File: src/rtl/irq_injector_pkg.sv
// Shared definitions for the PC-triggered interrupt injector: register map,
// STATUS bit layout and controller states.
package irq_injector_pkg;

  localparam logic [3:0] OFF_ACK    = 4'h0;
  localparam logic [3:0] OFF_TRIG   = 4'h4;
  localparam logic [3:0] OFF_STATUS = 4'h8;
  localparam logic [3:0] OFF_CTRL   = 4'hC;

  localparam int STAT_PENDING  = 8;
  localparam int STAT_EMPTY    = 9;
  localparam int STAT_FULL     = 10;
  localparam int STAT_OVERFLOW = 11;
  localparam int STAT_FILL_LSB = 12;

  localparam int CTRL_EN_BIT    = 0;
  localparam int CTRL_FLUSH_BIT = 1;

  typedef enum logic [1:0] {
    S_IDLE    = 2'd0,
    S_ARMED   = 2'd1,
    S_PENDING = 2'd2
  } state_e;

  // Maps a byte address onto its word offset inside the 16-byte window.
  function automatic logic [3:0] word_off(input logic [31:0] addr);
    return {addr[3:2], 2'b00};
  endfunction

endpackage

File: src/rtl/irq_injector_trig_fifo.sv
// Trigger-PC FIFO: circular buffer with simultaneous push/pop and flush.
// Pushes into a full FIFO are dropped; pops from an empty FIFO are ignored.
module trig_fifo #(
  parameter int DEPTH = 4
) (
  input  logic                     clk,
  input  logic                     reset,
  input  logic                     i_push,
  input  logic                     i_pop,
  input  logic                     i_flush,
  input  logic [31:0]              i_wdata,
  output logic [31:0]              o_head,
  output logic [$clog2(DEPTH):0]   o_count,
  output logic                     o_full,
  output logic                     o_empty
);

  localparam int AW = $clog2(DEPTH);

  logic [31:0]   r_mem [DEPTH];
  logic [AW-1:0] r_rd_ptr;
  logic [AW-1:0] r_wr_ptr;
  logic [AW:0]   r_count;
  logic          w_push_ok;
  logic          w_pop_ok;

  assign o_full    = (r_count == (AW+1)'(DEPTH));
  assign o_empty   = (r_count == '0);
  assign o_count   = r_count;
  assign o_head    = r_mem[r_rd_ptr];
  assign w_push_ok = i_push & ~o_full;
  assign w_pop_ok  = i_pop & ~o_empty;

  // Pointers wrap naturally because DEPTH is a power of two.
  always_ff @(posedge clk or negedge reset) begin
    if (!reset) begin
      r_rd_ptr <= '0;
      r_wr_ptr <= '0;
      r_count  <= '0;
    end else if (i_flush) begin
      r_rd_ptr <= '0;
      r_wr_ptr <= '0;
      r_count  <= '0;
    end else begin
      if (w_push_ok) r_wr_ptr <= r_wr_ptr + 1'b1;
      if (w_pop_ok)  r_rd_ptr <= r_rd_ptr + 1'b1;
      r_count <= r_count + (AW+1)'(w_push_ok) - (AW+1)'(w_pop_ok);
    end
  end

  always_ff @(posedge clk) begin
    if (w_push_ok && !i_flush) r_mem[r_wr_ptr] <= i_wdata;
  end

endmodule

File: src/rtl/irq_injector.sv
// Memory-mapped interrupt source: raises a level interrupt when the CPU PC
// reaches the head of a software-loaded trigger queue; cleared by an ACK store.
//
// state     | meaning
// S_IDLE    | waiting for enable and a non-empty trigger queue
// S_ARMED   | comparing the word-aligned PC against the queue head each cycle
// S_PENDING | interrupt asserted, waiting for an ACK write
module irq_injector
  import irq_injector_pkg::*;
#(
  parameter logic [31:0] BASE  = 32'h0000_7F20,
  parameter int          DEPTH = 4
) (
  input  logic        clk,
  input  logic        reset,
  input  logic [31:0] macroscopic_pc,
  input  logic [31:0] m_data_addr,
  input  logic [31:0] m_data_wdata,
  input  logic [3:0]  m_data_byteen,
  output logic [31:0] m_data_rdata,
  output logic        interrupt
);

  localparam int CW = $clog2(DEPTH) + 1;

  state_e      r_state;
  logic        r_irq;
  logic [7:0]  r_irq_count;
  logic        r_enable;
  logic        r_overflow;

  logic        w_in_win;
  logic [3:0]  w_off;
  logic        w_full_word;
  logic        w_ack_wr;
  logic        w_trig_wr;
  logic        w_ctrl_wr;
  logic        w_flush;
  logic        w_match;
  logic [31:0] w_head;
  logic [CW-1:0] w_count;
  logic        w_full;
  logic        w_empty;
  logic        w_unused_addr;

  assign w_in_win      = (m_data_addr[31:4] == BASE[31:4]);
  assign w_off         = word_off(m_data_addr);
  assign w_full_word   = (m_data_byteen == 4'b1111);
  assign w_ack_wr      = w_in_win && (w_off == OFF_ACK)  && (m_data_byteen != 4'b0000);
  assign w_trig_wr     = w_in_win && (w_off == OFF_TRIG) && w_full_word;
  assign w_ctrl_wr     = w_in_win && (w_off == OFF_CTRL) && w_full_word;
  assign w_flush       = w_ctrl_wr && m_data_wdata[CTRL_FLUSH_BIT];
  assign w_unused_addr = ^m_data_addr[1:0];

  assign w_match = (r_state == S_ARMED) && r_enable && !w_empty &&
                   ((macroscopic_pc & ~32'h3) == w_head);

  trig_fifo #(.DEPTH(DEPTH)) u_fifo (
    .clk     (clk),
    .reset   (reset),
    .i_push  (w_trig_wr),
    .i_pop   (w_match),
    .i_flush (w_flush),
    .i_wdata (m_data_wdata & ~32'h3),
    .o_head  (w_head),
    .o_count (w_count),
    .o_full  (w_full),
    .o_empty (w_empty)
  );

  always_ff @(posedge clk or negedge reset) begin
    if (!reset) begin
      r_state     <= S_IDLE;
      r_irq       <= 1'b0;
      r_irq_count <= 8'd0;
    end else begin
      case (r_state)
        S_IDLE: begin
          if (r_enable && !w_empty) r_state <= S_ARMED;
        end
        S_ARMED: begin
          if (w_match) begin
            r_state     <= S_PENDING;
            r_irq       <= 1'b1;
            r_irq_count <= r_irq_count + 8'd1;
          end else if (!r_enable || w_empty) begin
            r_state <= S_IDLE;
          end
        end
        S_PENDING: begin
          if (w_ack_wr) begin
            r_irq   <= 1'b0;
            r_state <= S_IDLE;
          end
        end
        default: r_state <= S_IDLE;
      endcase
    end
  end

  always_ff @(posedge clk or negedge reset) begin
    if (!reset) begin
      r_enable   <= 1'b0;
      r_overflow <= 1'b0;
    end else begin
      if (w_ctrl_wr) r_enable <= m_data_wdata[CTRL_EN_BIT];
      if (w_flush)
        r_overflow <= 1'b0;
      else if (w_trig_wr && w_full)
        r_overflow <= 1'b1;
    end
  end

  always_comb begin
    m_data_rdata = 32'd0;
    if (w_in_win) begin
      case (w_off)
        OFF_TRIG:   m_data_rdata = w_empty ? 32'd0 : w_head;
        OFF_STATUS: begin
          m_data_rdata[7:0]           = r_irq_count;
          m_data_rdata[STAT_PENDING]  = (r_state == S_PENDING);
          m_data_rdata[STAT_EMPTY]    = w_empty;
          m_data_rdata[STAT_FULL]     = w_full;
          m_data_rdata[STAT_OVERFLOW] = r_overflow;
          m_data_rdata[STAT_FILL_LSB +: 4] = 4'(w_count);
        end
        OFF_CTRL:   m_data_rdata[CTRL_EN_BIT] = r_enable;
        default:    m_data_rdata = 32'd0;
      endcase
    end
  end

  assign interrupt = r_irq;

endmodule

File: config.mk
export PLATFORM = sky130hd
export DESIGN_NAME = irq_injector
export DESIGN_NICKNAME = d
export VERILOG_FILES = /design/src/rtl/irq_injector_pkg.sv /design/src/rtl/irq_injector_trig_fifo.sv /design/src/rtl/irq_injector.sv
export SDC_FILE = /design/constraint.sdc
export NUM_CORES = 1
export LEC_CHECK = 0
export ABC_AREA = 1
export BUFFER_PORTS_ARGS = -buffer_cell sky130_fd_sc_hd__buf_4
export CAP_MARGIN = 0
export CORE_MARGIN = 5
export CORE_UTILIZATION = 57
export CTS_CLUSTER_SIZE = 10
export DETAILED_ROUTE_END_ITERATION = 10
export GPL_TIMING_DRIVEN = 0
export PLACE_DENSITY = 0.82
export SLEW_MARGIN = 20
export SYNTH_ARGS = -nofsm -noshare
export SYNTH_HDL_FRONTEND = slang
export SYNTH_HIERARCHICAL = 1
export SYNTH_SLANG_ARGS = --single-unit
File: constraint.sdc
create_clock -name clk -period 4.03 [get_ports clk]
set_input_delay 0.403 -clock clk [delete_from_list [all_inputs] [get_ports clk]]
set_output_delay 0.403 -clock clk [all_outputs]
set_load 0.01 [all_outputs]
==> run metrics <==
run status=finished clean; die area=16200 um^2; GRT Overall Usage=25.9%; fin util=71.6%; worst skew pair latency=0.42 ns; global-route wire length before repair=32000 um; postcts setup bufs=0; CTS tree=done; Pre-Repair DR Iteration Count=5; syn avg cell area=8.78 um^2; worst clock skew=0.00922 ns; crit share post-route=93.1%; CTS max path bufs=2; Leak=0.00428 uW; Post-Syn Instances=896; Post-Route WL=21100 um; CTS clock-pin slew for the worst setup and hold paths=0.06 ns; Vias/cell=5.44; Worst setup SP type=flop; initial antenna violation count=0; residual DRC count=0; CP Class=reg2reg; Fin Setup TNS=0 ns; n_diodes=0; Root Driver=clkbuf_16; row count=43; worst path cell trace=buf_2 -> inv_2 -> clkbuf_2 -> o21ai_1 -> o22ai_1 -> inv_1 -> nand2_1 -> nand2_1 -> nor3_1 -> nand4_1 -> nor2_1 -> nand2_1 -> inv_1 -> ha_1 -> inv_1 -> ha_1 -> inv_1 -> fa_1 -> nand3_1 -> nand2_1 -> nor2_1; Crit path arrival time=4.10 ns; Worst EP required=4.38 ns; Fmax=0.267 GHz; Top delay family on crit path=simple AND/OR/NAND/NOR gates; Vias=6788; Port Buffers=130; pin count of the biggest net entering global routing=25; Max VDD drop=325 uV; Hold Crit Class=in2reg; synthesized area=7870 um^2; I/O pin count=135; Routed Antenna Nets=0; die width=127 um; 1st-iter DRT viols=653; Final Max Tran Viols=0; Worst Tran Pin Value=0.685 ns; WL/cell=16.9 um; vias in the first global route=6229; CP Capture Type=flop; H-tree Lvls=4; GRT Residual Overflow=0; Initial Util=57.3%; final setup fails=0; max cap viols=0; worst stage delay on the critical path=0.52 ns; CTS Sinks=148; worst-path maximum fanout=10; flops & latches, synth=148; Final Hold Fails=0; GP Congestion=0.964; Area growth syn-to-layout=25.0%; Critical path buffers and inverters=7; hpwl dp=15200 um; Syn. warnings=6; post-route minimum period=3.75 ns; PD cells=341 nW/um^2; RSZ-0062 raised after global routing=no; TritonCTS buffer count=17; register area share after synthesis=55.2%; Rel. slew slack=54.4%; chip height=127 um; core box area=13700 um^2; Crit-path slowest cell=o22ai_1; layout cells sized above 1=23.3%; NumNets Final=1172; Distinct cells, synth=33
==> registers in the layout, indices dropped and copies added (netlist names) <==
register	count
interrupt	1
r_enable	1
r_irq_count	8
r_overflow	1
r_state	2
u_fifo/o_count	3
u_fifo/r_mem	128
u_fifo/r_rd_ptr	2
u_fifo/r_wr_ptr	2
==> placed cells by master, fill, tap and decap left out, types with 17 or more instances in the layout <==
cell type	instances
nor2_1	144
dfrtp_1	20
buf_4	135
o21ai_0	47
o22ai_1	26
nand4_1	20
nand3_1	28
inv_1	103
edfxtp_1	128
nand2_1	228
o21ai_1	20
clkbuf_16	17
==> repair_timing <==
item / in CTS / in global routing
setup endpoints to repair: 0 / 2
endpoints found under the hold margin: 20 / 0
hold buffers: 1 / 0
gates resized for setup: 0 / 6
==> power breakdown <==
part           switching (uW)  internal [uW]  leakage [uW]
Combinational            83.0           83.5       0.00260
Clock                     615            908      0.000262
Sequential        0.000000229           1660       0.00142
Total                     698           2660       0.00428
==> cell usage after synthesis <==
master      n  area, um^2
a21oi_2    10        87.6
nand2_4     1        11.3
edfxtp_1  128        3840
nor2_4      4        45.0
nand3_1    28         140
o21ai_0    47         235
nor2_1    148         556
xnor2_1     2        17.5
buf_4       5        37.5
nor2_2     10        62.6
or2_2       1        6.26
nand3b_1    1        7.51
conb_1      1        3.75
fa_1        1        20.0
ha_1       12         150
clkbuf_2    3        15.0
nor4_1      1        6.26
buf_6       7        78.8
dfrtp_1    20         500
nand2_1   228         856
inv_1     103         387
a21oi_1     7        35.0
nand4_1    20         125
xor2_1      4        35.0
clkbuf_1    2        7.51
nand2_2     5        31.3
inv_2      11        41.3
buf_2       9        45.0
o22ai_1    32         200
o21ai_1    20         100
nor3_1     12        60.1
nor3_2     11         110
clkinv_1    2        7.51
==> path summary, 6_finish.rpt <==
path	slack [ns]	cells after the start	endpoint	startpoint
max	0.28	21	u_fifo/o_count[2]$_DFF_PN0_	u_fifo/r_rd_ptr[1]$_DFFE_PN0P_
min	0.18	1	u_fifo/r_mem[0][13]$_DFFE_PP_	m_data_wdata[13]
max reg2reg	0.28	21	u_fifo/o_count[2]$_DFF_PN0_	u_fifo/r_rd_ptr[1]$_DFFE_PN0P_
min reg2reg	0.49	2	r_enable$_DFFE_PN0P_	r_enable$_DFFE_PN0P_
max in group asynchronous	3.37	2	u_fifo/r_wr_ptr[1]$_DFFE_PN0P_	reset
min in group asynchronous	0.41	2	r_irq_count[4]$_DFFE_PN0P_	reset
==> cell families after synthesis <==
kind of cell	share of synthesized area, %
compound gates	8.37
xor+xnor	0.668
fa+ha+maj	2.16
buf+inv	7.87
flops	55.2
other cells	0.0477
simple gates	25.6
==> area by class of cell <==
| cell class | instances | area, um^2 |
|---|---|---|
| well taps | 180 | 225 |
| multi-input cells | 613 | 3000 |
| clock inverters | 11 | 130 |
| fillers | 1024 | 3890 |
| inverters | 116 | 435 |
| repair buffers | 135 | 1080 |
| clock buffers | 19 | 433 |
| flip-flops and latches | 148 | 4340 |
| plain buffers | 26 | 184 |
==> layer usage <==
metal  part of all wire (%)  track usage (%)  routed length, um  vias to the layer above
met4                    2.4             9.59                505                        0
li1                       -                -                  -                     3265
met1                     40             34.5               8400                     3191
met3                    8.4             4.52               1780                       41
met5                      0                0                  0                        -
met2                     49             42.8              10400                      291
==> metrics by stage <==
step | hold WS, ns | power, uW | setup WS, ns | area (um^2) | std cells
2_1_floorplan | 0.107 | 1750 | 0.788 | 7890 | 903
3_3_place_gp | 0.315 | 1860 | -0.649 | 9090 | 1213
3_5_place_dp | 0.317 | 1860 | 0.156 | 9220 | 1217
4_1_cts | 0.162 | 3370 | 0.104 | 9790 | 1248
5_1_grt | 0.164 | 3440 | 0.0324 | 9830 | 1248
6_report | 0.176 | 3350 | 0.279 | 9830 | 1248
(Power assumes the default switching activity.)
